$ cat src/rtl/i2s_rx.sv
// i2s_rx: I2S receiver. Deserialises adcdat framed by adclrc on the codec bit
// clock into {left, right} stereo words and queues them in a single-clock FIFO.
//
// Handshake: a word is written into the FIFO on the rising bclk edge that
// samples the right-channel LSB, unless the FIFO is full, in which case it is
// dropped and overflow is set. The consumer pops by holding adcfifo_rden high
// for one edge while adcfifo_empty is low. adcfifo_rddata presents the popped
// word after that edge. A pop request while empty is ignored and rddata holds.
//
// The FSM state is exposed on state_dbg so checkers can bind to it.
module i2s_rx #(
    parameter int DATA_WIDTH = 32,
    parameter int FIFO_DEPTH = 64
) (
    input  logic                          bclk,
    input  logic                          reset_n,
    input  logic                          adclrc,
    input  logic                          adcdat,
    input  logic                          adcfifo_rden,
    output logic [DATA_WIDTH-1:0]         adcfifo_rddata,
    output logic                          adcfifo_empty,
    output logic                          adcfifo_full,
    output logic [$clog2(FIFO_DEPTH):0]   adcfifo_usedw,
    output logic                          overflow,
    output logic                          frame_err,
    output logic [2:0]                    state_dbg
);

    localparam int HALF = DATA_WIDTH / 2;
    localparam int CW   = $clog2(HALF) + 1;
    localparam int AW   = $clog2(FIFO_DEPTH);

    localparam logic [CW-1:0] HALF_CNT = CW'(HALF);
    localparam logic [CW-1:0] ONE_CNT  = CW'(1);
    localparam logic [AW:0]   FULL_CNT = (AW + 1)'(FIFO_DEPTH);

    typedef enum logic [2:0] {
        S_IDLE       = 3'd0,
        S_LEFT       = 3'd1,
        S_LEFT_WAIT  = 3'd2,
        S_RIGHT      = 3'd3,
        S_RIGHT_WAIT = 3'd4,
        S_RIGHT_HOLD = 3'd5
    } state_t;

    // ------------------------------------------------------------------
    // Channel-select edge detection
    // ------------------------------------------------------------------
    logic adclrc_r0;
    logic fall;
    logic rise;

    // Previous adclrc sample; reset to 0 so a fall needs a real high first.
    always_ff @(posedge bclk) begin
        if (!reset_n) adclrc_r0 <= 1'b0;
        else          adclrc_r0 <= adclrc;
    end

    assign fall = adclrc_r0 & ~adclrc;
    assign rise = ~adclrc_r0 & adclrc;

    // ------------------------------------------------------------------
    // Deserialiser FSM
    // ------------------------------------------------------------------
    state_t              state, state_nxt;
    logic [CW-1:0]       bit_cnt, bit_cnt_nxt;
    logic [HALF-1:0]     left_sr, left_nxt;
    logic [HALF-1:0]     right_sr, right_nxt;
    logic                push;
    logic                err_set;
    logic [DATA_WIDTH-1:0] push_data;

    // State, bit counter, shift registers and the sticky framing error.
    always_ff @(posedge bclk) begin
        if (!reset_n) begin
            state     <= S_IDLE;
            bit_cnt   <= '0;
            left_sr   <= '0;
            right_sr  <= '0;
            frame_err <= 1'b0;
        end else begin
            state    <= state_nxt;
            bit_cnt  <= bit_cnt_nxt;
            left_sr  <= left_nxt;
            right_sr <= right_nxt;
            if (err_set) frame_err <= 1'b1;
        end
    end

    // Next-state logic. An edge cycle is always the one-bit delay slot, so
    // reloading bit_cnt on an edge means adcdat of that cycle is skipped.
    always_comb begin
        state_nxt   = state;
        bit_cnt_nxt = bit_cnt;
        left_nxt    = left_sr;
        right_nxt   = right_sr;
        push        = 1'b0;
        err_set     = 1'b0;
        case (state)
            S_IDLE: begin
                if (fall) begin
                    state_nxt   = S_LEFT;
                    bit_cnt_nxt = HALF_CNT;
                end
            end
            S_LEFT: begin
                if (fall) begin
                    // Left restarted early: this cycle is the new delay slot.
                    err_set     = 1'b1;
                    bit_cnt_nxt = HALF_CNT;
                end else if (rise) begin
                    // Left cut short: drop it and skip the right channel.
                    err_set     = 1'b1;
                    bit_cnt_nxt = '0;
                    state_nxt   = S_RIGHT_HOLD;
                end else begin
                    left_nxt    = {left_sr[HALF-2:0], adcdat};
                    bit_cnt_nxt = bit_cnt - ONE_CNT;
                    if (bit_cnt == ONE_CNT) state_nxt = S_LEFT_WAIT;
                end
            end
            S_LEFT_WAIT: begin
                if (rise) begin
                    state_nxt   = S_RIGHT;
                    bit_cnt_nxt = HALF_CNT;
                end
            end
            S_RIGHT: begin
                if (fall) begin
                    err_set     = 1'b1;
                    state_nxt   = S_LEFT;
                    bit_cnt_nxt = HALF_CNT;
                end else begin
                    right_nxt   = {right_sr[HALF-2:0], adcdat};
                    bit_cnt_nxt = bit_cnt - ONE_CNT;
                    if (bit_cnt == ONE_CNT) begin
                        push      = 1'b1;
                        state_nxt = S_RIGHT_WAIT;
                    end
                end
            end
            S_RIGHT_WAIT, S_RIGHT_HOLD: begin
                if (fall) begin
                    state_nxt   = S_LEFT;
                    bit_cnt_nxt = HALF_CNT;
                end
            end
            default: begin
                state_nxt   = S_IDLE;
                bit_cnt_nxt = '0;
            end
        endcase
    end

    // The right LSB is taken straight from adcdat so the word is pushed on
    // the very edge that samples it.
    assign push_data = {left_sr, right_sr[HALF-2:0], adcdat};
    assign state_dbg = state;

    // ------------------------------------------------------------------
    // FIFO
    // ------------------------------------------------------------------
    logic [DATA_WIDTH-1:0] mem [FIFO_DEPTH];
    logic [AW-1:0]         wr_ptr;
    logic [AW-1:0]         rd_ptr;
    logic                  push_ok;
    logic                  pop_ok;

    assign adcfifo_empty = (adcfifo_usedw == '0);
    assign adcfifo_full  = (adcfifo_usedw == FULL_CNT);
    assign push_ok       = push & ~adcfifo_full;
    assign pop_ok        = adcfifo_rden & ~adcfifo_empty;

    // Storage array; reset only flushes by clearing the pointers.
    always_ff @(posedge bclk) begin
        if (push_ok) mem[wr_ptr] <= push_data;
    end

    // Pointers, occupancy, registered read data and sticky overflow.
    always_ff @(posedge bclk) begin
        if (!reset_n) begin
            wr_ptr         <= '0;
            rd_ptr         <= '0;
            adcfifo_usedw  <= '0;
            adcfifo_rddata <= '0;
            overflow       <= 1'b0;
        end else begin
            if (push_ok) wr_ptr <= wr_ptr + AW'(1);
            if (pop_ok) begin
                rd_ptr         <= rd_ptr + AW'(1);
                adcfifo_rddata <= mem[rd_ptr];
            end
            adcfifo_usedw <= adcfifo_usedw + {{AW{1'b0}}, push_ok}
                                           - {{AW{1'b0}}, pop_ok};
            if (push && adcfifo_full) overflow <= 1'b1;
        end
    end

endmodule

$ cat config.mk
export PLATFORM = sky130hd
export DESIGN_NAME = i2s_rx
export DESIGN_NICKNAME = d
export VERILOG_FILES = /design/src/rtl/i2s_rx.sv
export SDC_FILE = /design/constraint.sdc
export NUM_CORES = 2
export LEC_CHECK = 0
export ABC_AREA = 1
export BUFFER_PORTS_ARGS = -buffer_cell sky130_fd_sc_hd__buf_2
export CELL_PAD_IN_SITES_DETAIL_PLACEMENT = 1
export CELL_PAD_IN_SITES_GLOBAL_PLACEMENT = 2
export CORE_MARGIN = 2
export CORE_UTILIZATION = 40
export DETAILED_ROUTE_END_ITERATION = 12
export GPL_TIMING_DRIVEN = 0
export PLACE_DENSITY = 0.73
export SLEW_MARGIN = 10
export SYNTH_ARGS = -nofsm -noshare
export SYNTH_HDL_FRONTEND = slang
export SYNTH_SLANG_ARGS = --single-unit
$ cat constraint.sdc
create_clock -name bclk -period 6.4 [get_ports bclk]
set_input_delay 1.28 -clock bclk [delete_from_list [all_inputs] [get_ports bclk]]
set_output_delay 1.28 -clock bclk [all_outputs]
set_load 0.01 [all_outputs]
==> impl_metrics.json <==
{
  "synth_top_area_frac": 0.7032,
  "slew_headroom": 0.1511,
  "hp-class": "flip-flop to flip-flop",
  "yosys.area_share.adder": 0.002375,
  "synthArstFlopShare": 0,
  "io-pin-count": 51,
  "total_routing_usage_gr": 0.3328,
  "postcts_resize_cnt": 0,
  "max_clock_freq_mhz": 198.3,
  "synth_seq_area_share": 0.7245,
  "required_time_at_the_worst_slack_endpoint_ns": 7.13,
  "number_of_standard_cell_rows_in_the_floorplan": 171,
  "drt-pass1-iter-count": 6,
  "power_frac_comb": 0.190,
  "cts-htree-levels": 4,
  "grt_antenna_before_repair": 31,
  "power_frac_clock": 0.363,
  "fp.dieArea_mm2": 0.2224,
  "timing_hold_violations_final": 0,
  "clock_path_buffers": 3,
  "cts_tree": "yes",
  "area.growth.synth_to_final_pct": 17.13,
  "routed-via-count": 65230,
  "die_width_um": 471.6,
  "power.switching_mw": 11.48,
  "power.sequential.fraction": 0.447,
  "final-setup-viol-count": 0,
  "total_leakage_power_nw": 39.00,
  "muxShareOfSynthArea": 0,
  "drv_slew": 0,
  "synthesis.nets": 7937,
  "synthesis.area_per_instance_um2": 11.05,
  "drive_gt1_frac": 0.09635,
  "post_route_wl_mm": 374.2,
  "synth_cell_type_count": 31,
  "cts_bufs_inserted": 232,
  "cts_root_buf": "sky130_fd_sc_hd__clkbuf_16",
  "period_minus_slack_ns": 5.042,
  "cp.arrival_ns": 5.77,
  "global_route_wire_length_before_repair_mm": 511.4,
  "grt_pass1_vias": 64640,
  "syn-instance-count": 7916,
  "finalHoldWorstSlack_ns": 0.4510,
  "drt_iter0_markers": 7885,
  "post-cts-setup-buffers": 0,
  "critical_path.endpoint_type": "flip-flop",
  "synthTopCellsByArea": "sky130_fd_sc_hd__edfxtp_1 (70%), sky130_fd_sc_hd__nand2_1 (9.3%), sky130_fd_sc_hd__nor2_1 (5.3%), sky130_fd_sc_hd__nand3_1 (4.9%), sky130_fd_sc_hd__o21ai_0 (2.7%)",
  "finalClockSkew_ns": 0.03462,
  "vdd.ir_drop.worst_mv": 0.3314,
  "largest_family_of_logic_cells_by_synthesized_area": "simple AND/OR/NAND/NOR gates",
  "ant_nets": 0,
  "drc_errors": 0,
  "register_area_mm2": 0.06348,
  "rsz0062_at_grt": "no",
  "fin_area_mm2": 0.1024,
  "yosys_warnings": 0,
  "period_share": 0.7878,
  "clock_insertion_delay_worst_skew_ns": 0.88,
  "holdBufCountCts": 0,
  "io_buffers": 50,
  "cell_area_after_synthesis_mm2": 0.08746,
  "number_of_fillers_in_the_final_layout": 23110,
  "grt_start_max_net_pins": 57,
  "post_drt_via_cell_ratio": 5.713,
  "worstMarginPinSlew_ns": 1.273,
  "cell_internal_pwr_mw": 24.87,
  "synth-edff-count": 2048,
  "cap_violations": 0,
  "power.switching_fraction": 0.3158,
  "die_h_um": 471.6,
  "clk_pin_slew_ns": 0.06,
  "main_flop_type_after_synthesis": "sky130_fd_sc_hd__edfxtp_1",
  "yosys.area.top_type": "sky130_fd_sc_hd__edfxtp_1",
  "worstSetupStartpointType": "flip-flop",
  "yosys.area_share.simple": 0.1980,
  "synth-seq-cells": 2141,
  "multi_input_combinational_cell_area_mm2": 0.02125,
  "cellPowerDensity_mw_per_mm2": 354.8,
  "timing.setup.critical_path_class": "flip-flop to flip-flop",
  "grt_overflow": 0,
  "post_synth_xor_area_fraction": 0.0003004,
  "worst-path-max-fanout": 10,
  "wl_per_cell_um": 32.77,
  "status": "finished clean",
  "place.detailed.hpwl_mm": 265.7,
  "fp.coreArea_mm2": 0.2172,
  "clock_sinks": 2141,
  "design_power_total_mw": 36.35,
  "gpl.final_weighted_congestion": 0.9209,
  "initial_core_util": 0.4027,
  "layout.nets": 8371,
  "synth_compound_gate_area_share": 0.03695,
  "placed_cell_area_mm2": 0.09512
}
==> synth_stat cells, types with 3 or more instances <==
| cell type | instances |
|---|---|
| sky130_fd_sc_hd__nor3_1 | 6 |
| sky130_fd_sc_hd__o211ai_1 | 3 |
| sky130_fd_sc_hd__nand2_1 | 2167 |
| sky130_fd_sc_hd__nor2_1 | 1226 |
| sky130_fd_sc_hd__buf_6 | 3 |
| sky130_fd_sc_hd__o21ai_1 | 14 |
| sky130_fd_sc_hd__or2_2 | 24 |
| sky130_fd_sc_hd__buf_1 | 56 |
| sky130_fd_sc_hd__buf_2 | 173 |
| sky130_fd_sc_hd__nand3_1 | 865 |
| sky130_fd_sc_hd__inv_1 | 363 |
| sky130_fd_sc_hd__xor2_1 | 3 |
| sky130_fd_sc_hd__ha_1 | 15 |
| sky130_fd_sc_hd__dfxtp_1 | 93 |
| sky130_fd_sc_hd__edfxtp_1 | 2048 |
| sky130_fd_sc_hd__o21ai_0 | 470 |
| sky130_fd_sc_hd__clkbuf_1 | 217 |
| sky130_fd_sc_hd__a21oi_1 | 150 |
| sky130_fd_sc_hd__a211oi_1 | 3 |
==> power groups by stage <==
stage               combinational [mW]  sequential [mW]  clock [mW]
floorplan                         3.28             16.5           0
global placement                  5.97             17.1           0
detailed placement                6.77             16.6           0
CTS                               6.80             16.3        13.3
global route                      7.33             16.3        13.8
finish                            6.90             16.3        13.2
==> cell usage in the layout (no fill, tap or decap), types with 62 or more instances in the layout <==
| cell type | netlist | layout |
|---|---|---|
| sky130_fd_sc_hd__buf_12 | 0 | 90 |
| sky130_fd_sc_hd__clkbuf_16 | 0 | 238 |
| sky130_fd_sc_hd__nand3_1 | 865 | 865 |
| sky130_fd_sc_hd__clkbuf_1 | 217 | 268 |
| sky130_fd_sc_hd__edfxtp_1 | 2048 | 2048 |
| sky130_fd_sc_hd__dfxtp_1 | 93 | 62 |
| sky130_fd_sc_hd__nor2_4 | 2 | 64 |
| sky130_fd_sc_hd__clkinv_1 | 2 | 67 |
| sky130_fd_sc_hd__o21ai_0 | 470 | 470 |
| sky130_fd_sc_hd__nand2_1 | 2167 | 2167 |
| sky130_fd_sc_hd__buf_2 | 173 | 222 |
| sky130_fd_sc_hd__a21oi_1 | 150 | 150 |
| sky130_fd_sc_hd__nor2_1 | 1226 | 1164 |
| sky130_fd_sc_hd__inv_1 | 363 | 363 |
==> per-stage QoR <==
step           setup WS [ns]  TNS [ns]  std cells  utilization
2_1_floorplan          1.360         0       7916            -
4_1_cts                1.526         0      11410       0.4716
5_1_grt                1.207         0      11410       0.4716
6_report               1.358         0      11420       0.4717
3_5_place_dp           1.026         0      10970       0.4380
3_3_place_gp          -3.470  -2236.36      10820       0.4203
==> layer usage <==
metal	up-vias	track usage	wire length (um)
met1	33610	0.4385	147600
met4	0	0.1802	23690
met3	727	0.05132	30680
met5	-	0	0
met2	3117	0.5299	172200
li1	27770	-	-
==> critical path, stage by stage, from the launching register on <==
cell and delay [ns]:
sky130_fd_sc_hd__dfxtp_1 0.37, sky130_fd_sc_hd__inv_1 0.08, sky130_fd_sc_hd__ha_1 0.19, sky130_fd_sc_hd__nor3b_1 0.15, sky130_fd_sc_hd__nand3_1 0.11, sky130_fd_sc_hd__nand2_1 0.39, sky130_fd_sc_hd__inv_1 0.25, sky130_fd_sc_hd__buf_2 0.49
sky130_fd_sc_hd__buf_1 0.99, sky130_fd_sc_hd__ha_1 0.40, sky130_fd_sc_hd__inv_1 0.05, sky130_fd_sc_hd__ha_1 0.17, sky130_fd_sc_hd__inv_1 0.06, sky130_fd_sc_hd__fa_1 0.42, sky130_fd_sc_hd__nor2_1 0.12, sky130_fd_sc_hd__o21ai_0 0.08
sky130_fd_sc_hd__nand2_1 0.11, sky130_fd_sc_hd__nand2_1 0.06, sky130_fd_sc_hd__a21oi_1 0.17, sky130_fd_sc_hd__nor2_1 0.07, sky130_fd_sc_hd__nand2_1 0.06, sky130_fd_sc_hd__a21oi_1 0.06
==> registers in the layout, indices dropped and copies added, names as in the netlist, 3 cells and up <==
name	flops
left_sr	16
state_dbg	3
rd_ptr	6
wr_ptr	6
right_sr	15
adcfifo_rddata	32
bit_cnt	5
mem	2048
adcfifo_usedw	7
==> kinds of logic after synthesis <==
group,Yosys count
AND/OR/NAND/NOR,4296
buffers and inverters,818
AO/OA/AOI/OAI,642
XOR/XNOR,3
flip-flops,2141
adder cells (fa/ha/maj),16
==> cell type report <==
type,instances,share of cell area
Buffer,451,0.01902
Multi-Input combinational cell,4957,0.2075
Sequential cell,2141,0.6197
Clock inverter,133,0.009930
Clock buffer,303,0.06121
Antenna cell,11,0.0002687
Tap cell,2854,0.03486
Timing Repair Buffer,200,0.03409
Inverter,367,0.01347
==> worst paths after layout <==
kind | startpoint | endpoint | slack (ns) | cells after the start
worst max-delay path | adcfifo_usedw[2] | adcfifo_usedw[6] | 1.36 | 21
worst min register to register | overflow | overflow | 0.45 | 2
worst min-delay path | overflow | overflow | 0.45 | 2
worst max register to register | adcfifo_usedw[2] | adcfifo_usedw[6] | 1.36 | 21
Power figures use the tool's default switching activity.
